### config.mk
export PLATFORM = sky130hd
export DESIGN_NAME = text_writer
export DESIGN_NICKNAME = d
export VERILOG_FILES = /design/src/rtl/text_writer.sv
export SDC_FILE = /design/constraint.sdc
export NUM_CORES = 1
export LEC_CHECK = 0
export CORE_MARGIN = 2
export CORE_UTILIZATION = 45
export DETAILED_ROUTE_END_ITERATION = 6
export GPL_TIMING_DRIVEN = 0
export HOLD_SLACK_MARGIN = 0.15
export PLACE_DENSITY_LB_ADDON = 0.25
export SLEW_MARGIN = 20
export SYNTH_ARGS = -nofsm -noshare
export SYNTH_HDL_FRONTEND = slang
export SYNTH_SLANG_ARGS = --single-unit
### constraint.sdc
create_clock -name px_clk -period 2.8 [get_ports px_clk]
set_input_delay 0.7 -clock px_clk [delete_from_list [all_inputs] [get_ports px_clk]]
set_output_delay 0.7 -clock px_clk [all_outputs]
set_load 0.03 [all_outputs]
### src/rtl/text_writer.sv
// ---------------------------------------------------------------------------
// text_writer
//   Sequences writes into the text-mode tile memory (one char code per 8x8
//   cell). It accepts a byte stream, keeps a text cursor, interprets the
//   control bytes CR/LF/BS/FF, and shares the single tile-RAM port with VGA
//   readout by writing only while activevideo is low.
//
// Handshake: a byte transfers on a px_clk rising edge where char_valid and
//   char_ready are both 1. char_ready depends only on the FSM state, never on
//   char_valid. A source that sees char_ready low must hold char_in and
//   char_valid until the transfer happens.
//
// Ports
//   px_clk        in   1       pixel clock, sole clock
//   rstn          in   1       asynchronous active-low reset
//   frame_tick    in   1       one-cycle pulse per frame (TEXT_WRITER_CURSOR_EN only)
//   cursor_blink  out  1       cursor blink phase      (TEXT_WRITER_CURSOR_EN only)
//   activevideo   in   1       1 = tile RAM owned by readout, no writes
//   char_in       in   8       input byte
//   char_valid    in   1       char_in valid
//   char_ready    out  1       block can accept a byte (state == IDLE)
//   wr_en         out  1       tile RAM write strobe, one cycle per cell
//   wr_addr       out  ADDR_W  tile address
//   wr_data       out  8       char code to store
//   cursor_x      out  CX_W    current column, 0..COLS-1
//   cursor_y      out  CY_W    current row, 0..ROWS-1
//   busy          out  1       1 while in WRITE or CLEAR
//
// Optional feature macro: TEXT_WRITER_CURSOR_EN adds the cursor blink logic
//   and its two ports. Without it the block has no blink logic.
// ---------------------------------------------------------------------------
module text_writer #(
    parameter int COLS   = 80,
    parameter int ROWS   = 16,
    parameter int ADDR_W = 11,
    parameter int CX_W   = 7,
    parameter int CY_W   = 4
) (
    input  logic              px_clk,
    input  logic              rstn,
`ifdef TEXT_WRITER_CURSOR_EN
    input  logic              frame_tick,
    output logic              cursor_blink,
`endif
    input  logic              activevideo,
    input  logic [7:0]        char_in,
    input  logic              char_valid,
    output logic              char_ready,
    output logic              wr_en,
    output logic [ADDR_W-1:0] wr_addr,
    output logic [7:0]        wr_data,
    output logic [CX_W-1:0]   cursor_x,
    output logic [CY_W-1:0]   cursor_y,
    output logic              busy
);

    localparam logic [ADDR_W-1:0] COLS_A = ADDR_W'(COLS);
    localparam logic [ADDR_W-1:0] LAST_A = ADDR_W'(COLS * ROWS - 1);
    localparam logic [CX_W-1:0]   X_MAX  = CX_W'(COLS - 1);
    localparam logic [CY_W-1:0]   Y_MAX  = CY_W'(ROWS - 1);

    typedef enum logic [1:0] {
        IDLE  = 2'd0,
        WRITE = 2'd1,
        CLEAR = 2'd2
    } state_t;

    state_t            state;
    logic [ADDR_W-1:0] clr_addr;
    logic [ADDR_W-1:0] row_base;   // always cursor_y * COLS, kept incrementally
    logic [7:0]        char_q;

    assign char_ready = (state == IDLE);
    assign busy       = (state != IDLE);

    always_ff @(posedge px_clk or negedge rstn) begin
        if (!rstn) begin
            state    <= CLEAR;
            clr_addr <= '0;
            row_base <= '0;
            cursor_x <= '0;
            cursor_y <= '0;
            char_q   <= '0;
            wr_en    <= 1'b0;
            wr_addr  <= '0;
            wr_data  <= '0;
        end else begin
            wr_en <= 1'b0;
            case (state)
                IDLE: begin
                    if (char_valid) begin
                        case (char_in)
                            8'h0D: cursor_x <= '0;
                            8'h0A: begin
                                if (cursor_y == Y_MAX) begin
                                    cursor_y <= '0;
                                    row_base <= '0;
                                end else begin
                                    cursor_y <= cursor_y + CY_W'(1);
                                    row_base <= row_base + COLS_A;
                                end
                            end
                            // Backspace only moves the cursor; the cell keeps its char.
                            8'h08: begin
                                if (cursor_x != '0)
                                    cursor_x <= cursor_x - CX_W'(1);
                            end
                            8'h0C: begin
                                clr_addr <= '0;
                                state    <= CLEAR;
                            end
                            default: begin
                                char_q <= char_in;
                                state  <= WRITE;
                            end
                        endcase
                    end
                end

                WRITE: begin
                    // Readout owns the RAM while activevideo is high: hold.
                    if (!activevideo) begin
                        wr_en   <= 1'b1;
                        wr_addr <= row_base + ADDR_W'(cursor_x);
                        wr_data <= char_q;
                        if (cursor_x != X_MAX) begin
                            cursor_x <= cursor_x + CX_W'(1);
                        end else begin
                            cursor_x <= '0;
                            if (cursor_y == Y_MAX) begin
                                cursor_y <= '0;
                                row_base <= '0;
                            end else begin
                                cursor_y <= cursor_y + CY_W'(1);
                                row_base <= row_base + COLS_A;
                            end
                        end
                        state <= IDLE;
                    end
                end

                CLEAR: begin
                    if (!activevideo) begin
                        wr_en   <= 1'b1;
                        wr_addr <= clr_addr;
                        wr_data <= 8'h20;
                        if (clr_addr == LAST_A) begin
                            cursor_x <= '0;
                            cursor_y <= '0;
                            row_base <= '0;
                            state    <= IDLE;
                        end else begin
                            clr_addr <= clr_addr + ADDR_W'(1);
                        end
                    end
                end

                default: state <= IDLE;
            endcase
        end
    end

`ifdef TEXT_WRITER_CURSOR_EN
    // Blink phase flips every 30 frames; typing forces the cursor visible
    // and restarts the period so it does not vanish mid-keystroke.
    logic [4:0] blink_cnt;

    always_ff @(posedge px_clk or negedge rstn) begin
        if (!rstn) begin
            blink_cnt    <= '0;
            cursor_blink <= 1'b1;
        end else if (char_valid && char_ready) begin
            blink_cnt    <= '0;
            cursor_blink <= 1'b1;
        end else if (frame_tick) begin
            if (blink_cnt == 5'd29) begin
                blink_cnt    <= '0;
                cursor_blink <= ~cursor_blink;
            end else begin
                blink_cnt <= blink_cnt + 5'd1;
            end
        end
    end
`endif

endmodule
==> results of run 1 <==
==> metal layers <==
layer,up-vias,track usage,part of all wire
met1,1432,0.300,0.46
met3,9,0.0444,0.039
li1,1426,-,-
met5,-,0,0
met2,72,0.360,0.49
met4,0,0.0769,0.010
==> layout by cell type, fill, tap and decap left out, types with 2 or more instances in the layout <==
| master | count |
|---|---|
| nor4b_1 | 4 |
| xnor2_1 | 2 |
| mux2_2 | 10 |
| nor2b_1 | 4 |
| or4_1 | 2 |
| o21ai_0 | 48 |
| buf_6 | 2 |
| a32oi_1 | 2 |
| buf_2 | 3 |
| a21oi_1 | 19 |
| a31oi_1 | 5 |
| nand2b_1 | 3 |
| clkdlybuf4s50_1 | 36 |
| o31ai_2 | 2 |
| or3b_2 | 2 |
| buf_4 | 6 |
| nand4_1 | 2 |
| nor3_1 | 5 |
| a41o_1 | 2 |
| o221ai_1 | 3 |
| xor2_1 | 6 |
| nand3_1 | 13 |
| nor2_1 | 21 |
| clkinvlp_4 | 2 |
| or3_1 | 2 |
| dlymetal6s2s_1 | 2 |
| a21o_1 | 2 |
| ha_1 | 14 |
| o31ai_1 | 8 |
| clkbuf_1 | 15 |
| clkbuf_8 | 11 |
| mux2i_1 | 3 |
| inv_1 | 11 |
| and3_1 | 8 |
| dfrtp_1 | 58 |
| nand2_1 | 53 |
| o21ai_1 | 3 |
| and2_1 | 4 |
| a211o_1 | 3 |
==> logic make-up (layout without fill, tap and decap cells) <==
family | Yosys count | count (layout) | share of synthesized area
AO/OA/AOI/OAI | 109 | 109 | 0.200
AND/OR/NAND/NOR | 132 | 132 | 0.198
multiplexers | 13 | 13 | 0.0431
other | 1 | 1 | 0.00113
XOR/XNOR | 8 | 8 | 0.0212
buffers and inverters | 30 | 93 | 0.0371
flip-flops | 59 | 59 | 0.447
adder cells (fa/ha/maj) | 14 | 14 | 0.0529
==> flip-flops by register name, summed over array words and instances (netlist names) <==
signal    flops
wr_data       8
row_base      7
wr_addr      11
char_q        8
cursor_x      7
wr_en         1
state         2
cursor_y      4
clr_addr     11
==> final cells by class <==
type                       instances  area (um2)  area share
tap                               99         124      0.0296
buffer                            18        82.6      0.0197
timing repair buffer              49         478       0.114
inverter                          11        41.3     0.00985
multi-input combinational        277        1790       0.426
sequential                        59        1480       0.353
clock buffer                      11         151      0.0361
clock inverter                     4        50.0      0.0119
==> worst paths after layout <==
kind                                   startpoint                      end  slack [ns]  depth (start not counted)
setup / recovery                       char_in[7]  cursor_y[2]$_DFFE_PN0P_        0.07                          9
hold / removal                               rstn  cursor_x[5]$_DFFE_PN0P_        0.28                          1
setup reg to reg             state[1]$_DFFE_PN1P_  cursor_y[2]$_DFFE_PN0P_        0.18                          9
hold reg to reg            wr_addr[2]$_DFFE_PN0P_   wr_addr[2]$_DFFE_PN0P_        0.48                          2
max in group asynchronous                    rstn     state[1]$_DFFE_PN1P_        1.96                          2
min in group px_clk        wr_addr[2]$_DFFE_PN0P_   wr_addr[2]$_DFFE_PN0P_        0.48                          2
==> power by group <==
group          switching, mW  internal (mW)  total [mW]
Combinational           1.06          0.770        1.83
Sequential             0.264           1.14        1.40
Clock                  0.349          0.453       0.802
==> timing repair <==
action                     4_1_cts  5_1_grt
gates resized for setup         33        7
setup buffers                    4        0
pin swaps                        7        3
setup endpoints to repair       18       13
==> through the flow <==
stage	setup TNS, ns	cells	area, um2	hold WS (ns)	utilization
global route	0	528	4190	0.304	0.584
CTS	0	528	4160	0.291	0.579
finish	0	528	4190	0.279	0.584
detailed placement	-12.23	510	3890	0.471	0.542
floorplan	-0.158	366	3310	0.404	-
global placement	-64.32	509	3870	0.463	0.540
==> worst max-delay path: cells and delay by family <==
family | cells | cell delay (ns)
AND/OR/NAND/NOR | 4 | 1.47
AO/OA/AOI/OAI | 2 | 0.43
buffers and inverters | 3 | 0.42
==> summary.md, run 1 <==
| Metric | Value |
|---|---|
| CP max-delay cell | `or4b_4` |
| Row count | `31` |
| Global placement routability congestion | `0.888` |
| CTS tree | `yes` |
| Crit path arrival time | `3.02 ns` |
| Hold-fix buffers at CTS | `0` |
| Required @ worst endpoint | `3.08 ns` |
| Sink Count | `59` |
| PD cells | `963 nW/um2` |
| Core area | `7180 um2` |
| Slew @ Worst Pin | `0.737 ns` |
| Worst-skew pair later-pin latency | `0.34 ns` |
| Detailed placement HPWL | `6020 um` |
| Syn Area/Cell | `9.04 um2` |
| Yosys top cell by area | `dfrtp_1` |
| Mean routed wirelength per cell | `16.3 um` |
| Achievable frequency | `366 MHz` |
| Largest net degree at the start of global routing | `32` |
| Ant. Diodes | `0` |
| Status | `complete, no violations` |
| Initial core utilization | `0.461` |
| Post-synth EDFFs | `0` |
| First-pass GRT wire length | `14300 um` |
| Total power | `4.04 mW` |
| Lkg Pwr | `1.79 nW` |
| Synth-to-layout area growth | `26.6%` |
| Top post-synthesis cells by area | `dfrtp_1, o21ai_0, nand2_1` |
| Tcrit/Tclk final | `0.977` |
| Yosys cell types | `50` |
| Antenna viol nets, final | `0` |
| Most common cell in the netlist | `dfrtp_1` |
| # setup viols final | `0` |
| Sequential share of the synthesized area | `0.447` |
| Vias per Instance | `5.57` |
| Yosys top cell area share | `0.439` |
| CP max stage delay | `0.55 ns` |
| CP Launch Type | `primary input` |
| WL final | `8620 um` |
| Critical-path cell list | `buf_6, or4b_4, or2_0, buf_4, o31a_1, or4_4, buf_4, nor4b_4, a211o_1` |
| H-tree levels | `3` |
| Critical Setup Path Class | `in -> reg` |
| Final Hold Vio Count | `0` |
| Cell mode on critical path | `buf_4` |
| Number of synthesized register bits | `59` |
| Die Y | `89.8 um` |
| Peak supply drop | `0.597 mV` |
| Worst hold path class | `in -> async` |
| Most instantiated cells after synthesis | `dfrtp_1, nand2_1, o21ai_0, nor2_1, a21oi_1` |
| Post-layout net count | `451` |
| # IOs | `45` |
| TritonCTS Buffers | `9` |
| Max cap viols | `0` |
| Largest buffer count on any clock path | `2` |
| Overflow after GRT | `0` |
| FILL cells | `656` |
| Residual DRC count | `0` |
| Setup slack at placement | `-0.809 ns` |
| Element type at the critical path end | `flop` |
| Max_slew headroom | `0.507` |
| Die area | `8060 um2` |
| Post-Syn Nets | `392` |
| Vias in the first global route | `2912` |
| Share of cells above drive strength 1 | `0.126` |
| Clk pin slew, worst setup/hold paths | `0.07 ns` |
| Slew Viols, Final | `0` |
| Die width | `89.8 um` |
| Worst Skew | `0.00890 ns` |
| Fin crit period | `2.73 ns` |
| Via count | `2939` |
| RSZ-0062 raised after global routing | `no` |
| Worst Path Max Fanout | `4` |
| DR pass1 iterations | `5` |
| Clock tree root driver cell | `clkbuf_8` |
| Syn. warnings | `0` |
| DR iter-0 viols | `139` |
| I/O Buffers | `44` |
| All-Layer GR Usage | `0.222` |
| FFs w/ async S/R, synth | `1.00` |
| Initial antenna violation count | `0` |
| Netlist Area Pre-Place | `3310 um2` |
| Setup ws final | `0.0655 ns` |
| Synth Instances | `366` |
| Ys flop type | `dfrtp_1` |
(Power assumes the default switching activity.)
==> run 2: changes to the inputs <==
CAP_MARGIN = 20   (was unset)
CORE_UTILIZATION = 40   (was 45)
==> run 2 against run 1 <==
  * Non-clock buffer count decreased by 2
  * Global-route usage down 2.4 points
  * Design area fell by 0.24%
  * Fmax up 0.33%
  * Flip-flop and latch count unchanged
  * Register-to-register slack gained 0.02 ns
  * Sequential power about the same
  * Worst setup slack better by 0.0091 ns
  * Clock skew grew 0.0035 ns
  * Sequential share of layout area increased by 0.084 points
  * Worst hold slack lost 0.062 ns
  * Count of clock-buffer cells in the layout fell by 1
  * Largest cell class unchanged
==> summary.md, run 2 (synthesized netlist as in run 1, its figures left out) <==
| Metric | Value |
|---|---|
| Detailed placement HPWL | `5950 um` |
| Row count | `33` |
| Clk pin slew, worst setup/hold paths | `0.07 ns` |
| Achievable frequency | `367 MHz` |
| Core area | `8130 um2` |
| Overflow after GRT | `0` |
| Via count | `2954` |
| Sink Count | `59` |
| Initial core utilization | `0.407` |
| Final Hold Vio Count | `0` |
| Global placement routability congestion | `0.857` |
| CP top delay family | `simple AND/OR/NAND/NOR gates` |
| TritonCTS Buffers | `9` |
| Mean routed wirelength per cell | `15.4 um` |
| Fin crit period | `2.73 ns` |
| Worst hold path class | `in -> async` |
| Regs by FF count | `clr_addr (11), wr_addr (11)` |
| Hold-fix buffers at CTS | `0` |
| H-tree levels | `3` |
| Synth-to-layout area growth | `26.3%` |
| Element type at the critical path end | `flop` |
| Worst Skew | `0.0124 ns` |
| Hold Slack | `0.218 ns` |
| Worst-skew pair later-pin latency | `0.35 ns` |
| CP bufs+invs | `2` |
| Commonest non-fill, non-tap cell in the layout | `dfrtp_1` |
| WL final | `8220 um` |
| Initial antenna violation count | `0` |
| DR pass1 iterations | `4` |
| Crit path arrival time | `2.99 ns` |
| Worst Path Max Fanout | `10` |
| Largest buffer count on any clock path | `2` |
| Die width | `95.0 um` |
| Critical Setup Path Class | `in -> reg` |
| Slew @ Worst Pin | `0.712 ns` |
| Clock tree root driver cell | `clkbuf_8` |
| Total power | `4.12 mW` |
| CP Launch Type | `primary input` |
| Max_slew headroom | `0.524` |
| Lkg Pwr | `1.79 nW` |
| Residual DRC count | `0` |
| I/O Buffers | `44` |
| CP max-delay cell | `clkdlybuf4s50_1` |
| PD cells | `987 nW/um2` |
| All-Layer GR Usage | `0.199` |
| FILL cells | `752` |
| Slew Viols, Final | `0` |
| Post-layout net count | `449` |
| RSZ-0062 raised after global routing | `no` |
| Required @ worst endpoint | `3.06 ns` |
| DR iter-0 viols | `161` |
| Ant. Diodes | `0` |
| Peak supply drop | `0.577 mV` |
| Post-Layout Cell Count | `533` |
| First-pass GRT wire length | `13700 um` |
| # IOs | `45` |
| # setup viols final | `0` |
| CP max stage delay | `0.57 ns` |
| Share of cells above drive strength 1 | `0.114` |
| Post-DP Area | `3910 um2` |
| Max cap viols | `0` |
| Largest net degree at the start of global routing | `45` |
| Die Y | `95.0 um` |
| Vias per Instance | `5.54` |
| Commonest non-fill, non-tap cells in the layout | `dfrtp_1, nand2_1, o21ai_0, clkdlybuf4s50_1, nor2_1` |
| Placed Instances | `516` |
| Design Area, Final | `4180 um2` |
| Antenna viol nets, final | `0` |
| Tcrit/Tclk final | `0.973` |
| Final Core Density | `0.514` |
| CTS tree | `yes` |
| Vias in the first global route | `2780` |
| Critical-path cell list | `clkdlybuf4s50_1, or3b_2, nor4_1, o2bb2ai_1, clkbuf_2, nor4b_1, a21oi_1, o21ai_0` |
| Status | `complete, no violations` |
| Die area | `9020 um2` |
run 2: worst paths after layout:
| kind | endpoint | depth (start not counted) | startpoint | slack [ns] |
|---|---|---|---|---|
| hold reg to reg | wr_addr[2]$_DFFE_PN0P_ | 2 | wr_addr[2]$_DFFE_PN0P_ | 0.49 |
| setup reg to reg | row_base[9]$_DFFE_PN0P_ | 8 | state[1]$_DFFE_PN1P_ | 0.20 |
| hold / removal | cursor_x[4]$_DFFE_PN0P_ | 1 | rstn | 0.22 |
| setup / recovery | clr_addr[5]$_DFFE_PN0P_ | 8 | char_in[1] | 0.07 |
| max in group asynchronous | wr_addr[7]$_DFFE_PN0P_ | 2 | rstn | 2.09 |
| min in group px_clk | wr_addr[2]$_DFFE_PN0P_ | 2 | wr_addr[2]$_DFFE_PN0P_ | 0.49 |
run 2: timing repair:
action	CTS	global route
pin swaps	5	3
buffers inserted	2	0
resized for setup	24	11
setup endpoints to repair	18	14
run 2: final cells by class:
cell class | count | area (um2) | share of cell area
Sequential cell | 59 | 1480 | 0.353
Clock buffer | 10 | 138 | 0.0329
Tap cell | 105 | 131 | 0.0314
Multi-Input combinational cell | 277 | 1730 | 0.414
Buffer | 18 | 80.1 | 0.0192
Clock inverter | 6 | 113 | 0.0269
Inverter | 11 | 41.3 | 0.00988
Timing Repair Buffer | 47 | 470 | 0.113
run 2: report_power, final:
part	leakage [nW]	internal [mW]	switching, mW
clock network	0.126	0.617	0.364
logic	0.932	0.735	1.02
registers	0.733	1.14	0.254
total	1.79	2.49	1.64
run 2: metrics by stage:
| stage | setup slack, ns | TNS [ns] |
|---|---|---|
| 6_report | 0.0746 | 0 |
| 5_1_grt | 0.0212 | 0 |
| 4_1_cts | -0.0268 | -0.0268 |
| 3_5_place_dp | -0.713 | -11.86 |
| 3_3_place_gp | -0.949 | -66.69 |
| 2_1_floorplan | -0.100 | -0.158 |
run 2: routing by layer:
layer | GRT usage | up-vias | share of wire
met2 | 0.297 | 77 | 0.45
met5 | 0 | - | 0
met3 | 0.0375 | 24 | 0.042
met1 | 0.275 | 1421 | 0.48
li1 | - | 1432 | -
met4 | 0.0978 | 0 | 0.032
